===== config.mk =====
export PLATFORM = sky130hd
export DESIGN_NAME = mmu_memory_responder
export DESIGN_NICKNAME = d
export VERILOG_FILES = /design/src/rtl/mmu_memory_responder.sv
export SDC_FILE = /design/constraint.sdc
export NUM_CORES = 1
export LEC_CHECK = 0
export CORE_MARGIN = 1
export CORE_UTILIZATION = 35
export DETAILED_ROUTE_END_ITERATION = 10
export GPL_ROUTABILITY_DRIVEN = 0
export GPL_TIMING_DRIVEN = 0
export PLACE_DENSITY = 0.53
export SETUP_SLACK_MARGIN = 0.3
export SLEW_MARGIN = 30
export SYNTH_ARGS = -nofsm -noshare
export SYNTH_HDL_FRONTEND = slang
export SYNTH_SLANG_ARGS = --single-unit

===== constraint.sdc =====
create_clock -name iCLOCK -period 7.1 [get_ports iCLOCK]
set_input_delay 1.065 -clock iCLOCK [delete_from_list [all_inputs] [get_ports iCLOCK]]
set_output_delay 1.065 -clock iCLOCK [all_outputs]
set_load 0.005 [all_outputs]

===== src/rtl/mmu_memory_responder.sv =====
// rtl/mmu_memory_responder.sv - MMU request endpoint on a 64-bit RAM port with credit-protected in-order read return
//
// Purpose:
//   Accepts MMU requests and issues them straight to a 64-bit backing RAM in the
//   same cycle. Read data comes back from the RAM in command order with variable
//   latency. It is held in a show-ahead return FIFO and handed to the MMU under
//   its backpressure. Reads already issued count against the FIFO depth, so a
//   RAM return always has a free slot and is never dropped.
//
// Ports:
//   iCLOCK, inRESET            clock, async active-low reset
//   iREQ/oLOCK                 request valid / backpressure to the requester
//   iORDER,iMASK,iRW,iADDR,iDATA  request attributes (iMASK selects the byte lanes)
//   oREQ/iLOCK/oDATA           read return valid / requester backpressure / 64-bit beat
//   oRAM_REQ/iRAM_BUSY         RAM command valid / RAM stall
//   oRAM_RW,oRAM_ADDR,oRAM_BYTEEN,oRAM_WDATA  RAM command fields
//   iRAM_VALID/iRAM_RDATA      RAM read return, in command order
//
// Optional feature:
//   MIST1032SA_MEMORY_RESPONDER_BYPASS_EN - when the FIFO is empty, a RAM return
//   is shown on oREQ/oDATA in the same cycle. It skips the FIFO if the requester
//   takes it at once.

module mmu_memory_responder #(
  parameter int P_RDQ_DEPTH   = 8,
  parameter int P_RDQ_DEPTH_N = 3
) (
  input  logic        iCLOCK,
  input  logic        inRESET,
  input  logic        iREQ,
  output logic        oLOCK,
  input  logic [1:0]  iORDER,
  input  logic [3:0]  iMASK,
  input  logic        iRW,
  input  logic [31:0] iADDR,
  input  logic [31:0] iDATA,
  output logic        oREQ,
  input  logic        iLOCK,
  output logic [63:0] oDATA,
  output logic        oRAM_REQ,
  input  logic        iRAM_BUSY,
  output logic        oRAM_RW,
  output logic [28:0] oRAM_ADDR,
  output logic [7:0]  oRAM_BYTEEN,
  output logic [63:0] oRAM_WDATA,
  input  logic        iRAM_VALID,
  input  logic [63:0] iRAM_RDATA
);

  localparam logic [P_RDQ_DEPTH_N+1:0] L_DEPTH = (P_RDQ_DEPTH_N+2)'(P_RDQ_DEPTH);
  localparam logic [P_RDQ_DEPTH_N:0]   L_ONE   = (P_RDQ_DEPTH_N+1)'(1);
  localparam logic [P_RDQ_DEPTH_N-1:0] L_PONE  = (P_RDQ_DEPTH_N)'(1);
  localparam logic [P_RDQ_DEPTH_N-1:0] L_LAST  = (P_RDQ_DEPTH_N)'(P_RDQ_DEPTH - 1);

  logic [P_RDQ_DEPTH_N:0]   r_inflight;
  logic [P_RDQ_DEPTH_N:0]   r_rdq_count;
  logic [P_RDQ_DEPTH_N-1:0] r_wr_ptr;
  logic [P_RDQ_DEPTH_N-1:0] r_rd_ptr;
  logic [63:0]              r_mem [P_RDQ_DEPTH];

  logic [P_RDQ_DEPTH_N+1:0] w_credit_sum;
  logic w_credit_full;
  logic w_accept;
  logic w_rd_accept;
  logic w_ret_valid;
  logic w_fifo_nonempty;
  logic w_bypass_take;
  logic w_push;
  logic w_pop;
  logic w_unused_ok;

  // Size and sub-word address bits do not affect the RAM command: iMASK carries the lanes.
  assign w_unused_ok = &{1'b0, iORDER, iADDR[1:0]};

  // Each issued read holds a FIFO slot until it is popped. A full credit stalls
  // every request, including writes, so the lock rule stays simple.
  assign w_credit_sum  = {1'b0, r_inflight} + {1'b0, r_rdq_count};
  assign w_credit_full = w_credit_sum >= L_DEPTH;
  assign oLOCK         = iRAM_BUSY || w_credit_full;

  assign w_accept    = iREQ && !oLOCK;
  assign w_rd_accept = w_accept && !iRW;

  assign oRAM_REQ    = w_accept;
  assign oRAM_RW     = iRW;
  assign oRAM_ADDR   = iADDR[31:3];
  assign oRAM_BYTEEN = iADDR[2] ? {iMASK, 4'b0000} : {4'b0000, iMASK};
  assign oRAM_WDATA  = {iDATA, iDATA};

  // A return with nothing outstanding is a protocol error. Reads that were
  // pending across a reset also land here, and such returns are dropped.
  assign w_ret_valid     = iRAM_VALID && (r_inflight != '0);
  assign w_fifo_nonempty = r_rdq_count != '0;

`ifdef MIST1032SA_MEMORY_RESPONDER_BYPASS_EN
  assign w_bypass_take = w_ret_valid && !w_fifo_nonempty && !iLOCK;
  assign oREQ          = w_fifo_nonempty || w_ret_valid;
  assign oDATA         = w_fifo_nonempty ? r_mem[r_rd_ptr] : (w_ret_valid ? iRAM_RDATA : 64'd0);
`else
  assign w_bypass_take = 1'b0;
  assign oREQ          = w_fifo_nonempty;
  assign oDATA         = w_fifo_nonempty ? r_mem[r_rd_ptr] : 64'd0;
`endif

  assign w_push = w_ret_valid && !w_bypass_take;
  assign w_pop  = w_fifo_nonempty && !iLOCK;

  always_ff @(posedge iCLOCK or negedge inRESET) begin
    if (!inRESET) begin
      r_inflight  <= '0;
      r_rdq_count <= '0;
      r_wr_ptr    <= '0;
      r_rd_ptr    <= '0;
    end else begin
      case ({w_rd_accept, w_ret_valid})
        2'b10:   r_inflight <= r_inflight + L_ONE;
        2'b01:   r_inflight <= r_inflight - L_ONE;
        default: r_inflight <= r_inflight;
      endcase
      case ({w_push, w_pop})
        2'b10:   r_rdq_count <= r_rdq_count + L_ONE;
        2'b01:   r_rdq_count <= r_rdq_count - L_ONE;
        default: r_rdq_count <= r_rdq_count;
      endcase
      if (w_push) begin
        r_wr_ptr <= (r_wr_ptr == L_LAST) ? '0 : r_wr_ptr + L_PONE;
      end
      if (w_pop) begin
        r_rd_ptr <= (r_rd_ptr == L_LAST) ? '0 : r_rd_ptr + L_PONE;
      end
    end
  end

  // Storage needs no reset: an entry is only visible after it has been written.
  always_ff @(posedge iCLOCK) begin
    if (w_push) begin
      r_mem[r_wr_ptr] <= iRAM_RDATA;
    end
  end

endmodule

## Yosys cells after proc, flatten, opt, wreduce, memory -nomap -nowiden

Memories as Yosys holds them, arrays and structs flattened.
Cells that the tools add are included.

- Add/sub/neg operators: 7
- Multiplexer cells: 8
- Reductions and logical operators: 12
- Eq/ne operators: 6
- Magnitude comparators: 1

Operators with widths:

| kind | count |
|---|---|
| 64-bit two-way mux | 1 |
| 4-bit case mux with 2 select lines | 2 |
| 4-bit by 1-bit adder with 4-bit output, second input constant | 2 |
| 8-bit two-way mux | 1 |
| 4-bit nonzero test | 2 |
| 4-bit by 1-bit subtractor with 4-bit output, second input constant | 2 |
| 3-bit by 1-bit adder with 3-bit output, second input constant | 2 |
| 3-bit == test, second input constant | 2 |
| 3-bit two-way mux | 2 |
| 4-bit by 4-bit adder with 5-bit output | 1 |
| 5-bit by 4-bit >= comparator with 1-bit output, second input constant | 1 |
| 2-bit by 1-bit == test with 1-bit output, second input constant | 2 |
| 2-bit == test, second input constant | 2 |
| 1-bit logical AND | 4 |
| 2-bit nonzero test | 2 |
| 1-bit logical NOT | 3 |
| 1-bit two-way mux | 2 |
| 1-bit logical OR | 1 |

- Memory bits (writable): 512
- Output and inout port bits: 169
- Memories: 1
- Register bits after elaboration: 14
- Input bits: 141

Memories:

| name | words | width | rd ports | clocked after Yosys merged registers in | write ports | line | text |
|---|---|---|---|---|---|---|---|
| r_mem | 8 | 64 | 1 | 0 | 1 | 59 | `logic [63:0] r_mem [P_RDQ_DEPTH];` |

## Depth between registers and ports, before layout

- Depth after elaboration: 8
- Depth in mapped cells: 10

## Worst setup path before layout

No wires, ideal clock.

- Path kind: in2reg
- Start point: in iRAM_VALID
- End point: mem r_mem[0][0] (enable)
- Cell stages on the path: 4
- Path buffers: 0
- Required time: 6535 ps
- Setup slack: 794 ps
- Arrival: 5741 ps
- Library setup time: 565 ps
- Path through: o41ai_4 > inv_1 > nand2b_1 > nor3_1

- Cells in the longest elaborated chain, start to end: 3

Ends and longest elaborated chain:

| item | line | text |
|---|---|---|
| start, declared | 46 | `input logic iRAM_VALID,` |
| 1-bit logical AND | 92 | `assign w_ret_valid = iRAM_VALID && (r_inflight != '0);` |
| named net w_push | 68 | `logic w_push;` |
| 1-bit two-way mux | 136 | `if (w_push) begin` |
| 1-bit two-way mux (not written as such) | 137 | `r_mem[r_wr_ptr] <= iRAM_RDATA;` |
| end, declared | 59 |  |

The timed path passes the listed nets, and every way through them passes these cells.

## Final worst setup path

- Start point: reg r_rd_ptr[1]
- End point: out oDATA[44]

- Cells in the longest elaborated chain, start to end: 2

Ends and longest elaborated chain:

| item | line | text |
|---|---|---|
| start, declared | 58 | `logic [P_RDQ_DEPTH_N-1:0] r_rd_ptr;` |
| start signal, assigned | 129 | `r_rd_ptr <= (r_rd_ptr == L_LAST) ? '0 : r_rd_ptr + L_PONE;` |
| memory 8 x 64 bit | - |  |
| 64-bit two-way mux | 102 | `assign oDATA = w_fifo_nonempty ? r_mem[r_rd_ptr] : 64'd0;` |
| end, declared | 39 | `output logic [63:0] oDATA,` |

Every way passes these cells.

==> qor.yml <==
combinational_fraction_of_design_power_pct: 36.5
async_sr_flop_fraction_pct: 2.66
first_global_vias: 10900
detailedPlacementHpwl_mm: 33.4
post_synth_main_area_contributors: "sky130_fd_sc_hd__edfxtp_1 (73%), sky130_fd_sc_hd__mux4_2 (14%), sky130_fd_sc_hd__buf_4 (3.6%), sky130_fd_sc_hd__a22o_1 (2.7%), sky130_fd_sc_hd__dfrtp_1 (1.7%)"
number_of_enable_type_register_cells_in_the_synthesized_netlist: 512
hold_violations: 0
post-cts-setup-buffer-count: 0
placeable_core_region_um2: 59100
final_area_um2: 27000
avg_inst_size_synth_um2: 21.8
swShare_pct: 29.0
maxCapViolCount: 0
post_synth_num_cell_types: 37
synth_top_cells_by_count: "sky130_fd_sc_hd__edfxtp_1 (512), sky130_fd_sc_hd__mux4_2 (128), sky130_fd_sc_hd__buf_4 (100), sky130_fd_sc_hd__a22o_1 (64)"
worst-setup-path-type: "flip-flop to output port"
seq_area_frac_synth_pct: 74.9
final.setup.worst_slack_ps: 2890
cp_data_required_time_ps: 6030
cts_tree: "built"
power_switching_uw: 3080
worstReg2RegStart: "r_rdq_count[0]"
stdcell_count: 2125
synth.top_cell.area_share_pct: 73.2
first_iter_violations: 651
groute.usage.overall_pct: 16.1
grt_max_degree: 18
grt_first_pass_wirelength_mm: 71.2
dp_slack_ps: 3350
power.density_nw_per_um2: 394
rows: 89
routed_wl_mm: 48.8
timing.fmax_mhz: 237
floorplan.die_area_um2: 61000
floorplan.die.height_um: 247
area.growth.synth_to_final_pct: 28.6
setup.reg_to_reg.worst_slack_ps: 3800
synth.ff_latch_count: 526
p_int_uw: 7550
cp-startpoint: "r_rd_ptr[1]"
port_buffers: 244
post_route_clock_skew_ps: 13.8
timing.rr.end: "r_inflight[3]"
yosys_most_used_dff: "sky130_fd_sc_hd__edfxtp_1"
worst_setup_path_start_kind: "flip-flop"
seq_power_share_pct: 37.7
cts_inserted_buffers: 52
io_pins: 310
irDropWorstVdd_mv: 0.190
drt-vias-per-instance: 4.91
post-route-period-util_pct: 59.3
cellLeakagePower_uw: 0.00906
detail_route.first_pass.iterations: 8
drc_violation_count_after_routing: 176
synth_fp_nets: 1122
avgRoutedWirePerCell_um: 22.9
ctsResizeCount: 0
cts_max_path_buffers: 3
h-tree-depth: 2
hold_ws_ps: 576
nFillCells: 4979
gr-total-overflow: 0
route.vias.total: 10400
grt_setup_unrepaired: "no"
critical_path_peak_fanout: 10
arrival_ps: 3150
synth.most_common_cell: "sky130_fd_sc_hd__edfxtp_1"
cts_root_buf: "sky130_fd_sc_hd__clkbuf_16"
layout_cell_share_with_drive_strength_beyond_1_pct: 29.1
dp.cells: 2029
clockPowerShare_pct: 25.8
timing.final.setup_violations: 0
antenna_found_initial: 4
cts.reportedPaths.clkPinSlew_ps: 60
clkLatencyLatePin_ps: 590
clkSinkCount: 526
ctsHoldBuffers: 0
synthCells: 964
r2r_cells: 10
final_net_count: 1468
final_period_minus_worst_setup_slack_ps: 4210
start_util_pct: 35.5
max_slew_margin_pct: 42.9
run_status: "complete, but fails checks"
synthesis_warnings: 0
post_dp_cell_area_um2: 25300
die_width_um: 247
finalMaxSlewViolations: 0
worst_setup_path_endpoint: "oDATA[44]"
syn_area_um2: 21000
cp_endpoint_kind: "output port"
worst_slew_pin_tran_ps: 857
ant_nets: 0
area_leader_netlist: "sky130_fd_sc_hd__edfxtp_1"
failed_checks: "DRC"
p_total_uw: 10600
hold_class: "flip-flop to flip-flop"
-- area by class of cell --
cell class / count / area (um^2) / area share (%)
Sequential cell: 526 / 15700 / 58.2
Multi-Input combinational cell: 288 / 4290 / 15.9
Timing Repair Buffer: 292 / 3270 / 12.1
Clock buffer: 63 / 1390 / 5.16
Buffer: 138 / 997 / 3.69
Tap cell: 773 / 967 / 3.58
Clock inverter: 32 / 314 / 1.16
Inverter: 12 / 45.0 / 0.167
Antenna cell: 1 / 2.50 / 0.00927
-- worst min-delay path by stage --
stage / from / end / slack (ps) / cells past startpoint
6_report: r_wr_ptr[0] / r_wr_ptr[0] / 580 / 1
5_1_grt: r_rd_ptr[2] / r_rd_ptr[2] / 620 / 1
4_1_cts: r_wr_ptr[0] / r_wr_ptr[0] / 590 / 1
3_5_place_dp: r_wr_ptr[0] / r_wr_ptr[0] / 570 / 1
3_3_place_gp: r_wr_ptr[0] / r_wr_ptr[0] / 540 / 1
2_1_floorplan: r_wr_ptr[0] / r_wr_ptr[0] / 510 / 1
-- cells in the final DEF (no fill, tap or decap), types with 8 or more instances in the layout --
cell	n
sky130_fd_sc_hd__a22o_1	64
sky130_fd_sc_hd__buf_16	20
sky130_fd_sc_hd__buf_2	11
sky130_fd_sc_hd__buf_4	119
sky130_fd_sc_hd__buf_6	16
sky130_fd_sc_hd__clkbuf_1	19
sky130_fd_sc_hd__clkbuf_16	53
sky130_fd_sc_hd__clkdlybuf4s50_1	244
sky130_fd_sc_hd__clkinv_1	13
sky130_fd_sc_hd__clkinv_2	8
sky130_fd_sc_hd__dfrtp_1	14
sky130_fd_sc_hd__edfxtp_1	512
sky130_fd_sc_hd__ha_1	14
sky130_fd_sc_hd__inv_1	11
sky130_fd_sc_hd__mux4_2	128
sky130_fd_sc_hd__nand2_1	10
-- state kept, by name (all words and copies together), names as in the netlist --
signal,count
r_inflight,4
r_rd_ptr,3
r_rdq_count,4
r_wr_ptr,3
r_mem,512
-- metrics by stage --
step / TNS [ps] / util (%)
after floorplan: 0 / -
after global placement: -1061290 / 41.3
after detailed placement: 0 / 42.8
after CTS: 0 / 45.7
after global routing: 0 / 45.7
final: 0 / 45.7
-- cell families (layout without fill, tap and decap cells) --
| logic type | Yosys count | count (layout) | synth area share [%] |
|---|---|---|---|
| AOI/OAI and AO/OA | 83 | 83 | 3.41 |
| xor gates and xnor gates | 4 | 4 | 0.167 |
| adders and majority gates | 17 | 17 | 1.12 |
| buffers and inverters | 150 | 537 | 4.96 |
| DFF | 526 | 526 | 74.9 |
| muxes | 135 | 135 | 14.1 |
| other | 0 | 1 | 0 |
| and+or+nand+nor | 49 | 49 | 1.34 |
-- power by group through the flow --
stage | registers (uW) | logic [uW] | clock network, uW
2_1_floorplan | 4090 | 2120 | 0
5_1_grt | 4050 | 4190 | 2930
3_5_place_dp | 4080 | 4000 | 0
3_3_place_gp | 4180 | 3760 | 0
4_1_cts | 4020 | 4020 | 2820
6_report | 4010 | 3880 | 2740
-- worst max-delay path, stage by stage (launching register included) --
cell and delay (ps):
sky130_fd_sc_hd__dfrtp_1 410, sky130_fd_sc_hd__buf_2 320, sky130_fd_sc_hd__clkbuf_1 670, sky130_fd_sc_hd__mux4_2 430, sky130_fd_sc_hd__a22o_1 270, sky130_fd_sc_hd__clkdlybuf4s50_1 470
-- per-layer routing --
metal	vias to the layer above	share of wire, %	GRT usage (%)
li1	4615	-	-
met1	5387	40	20.3
met2	353	52	28.3
met3	75	6.1	3.33
met4	8	1.7	3.96
met5	-	0.094	0
(Power assumes the default switching activity.)
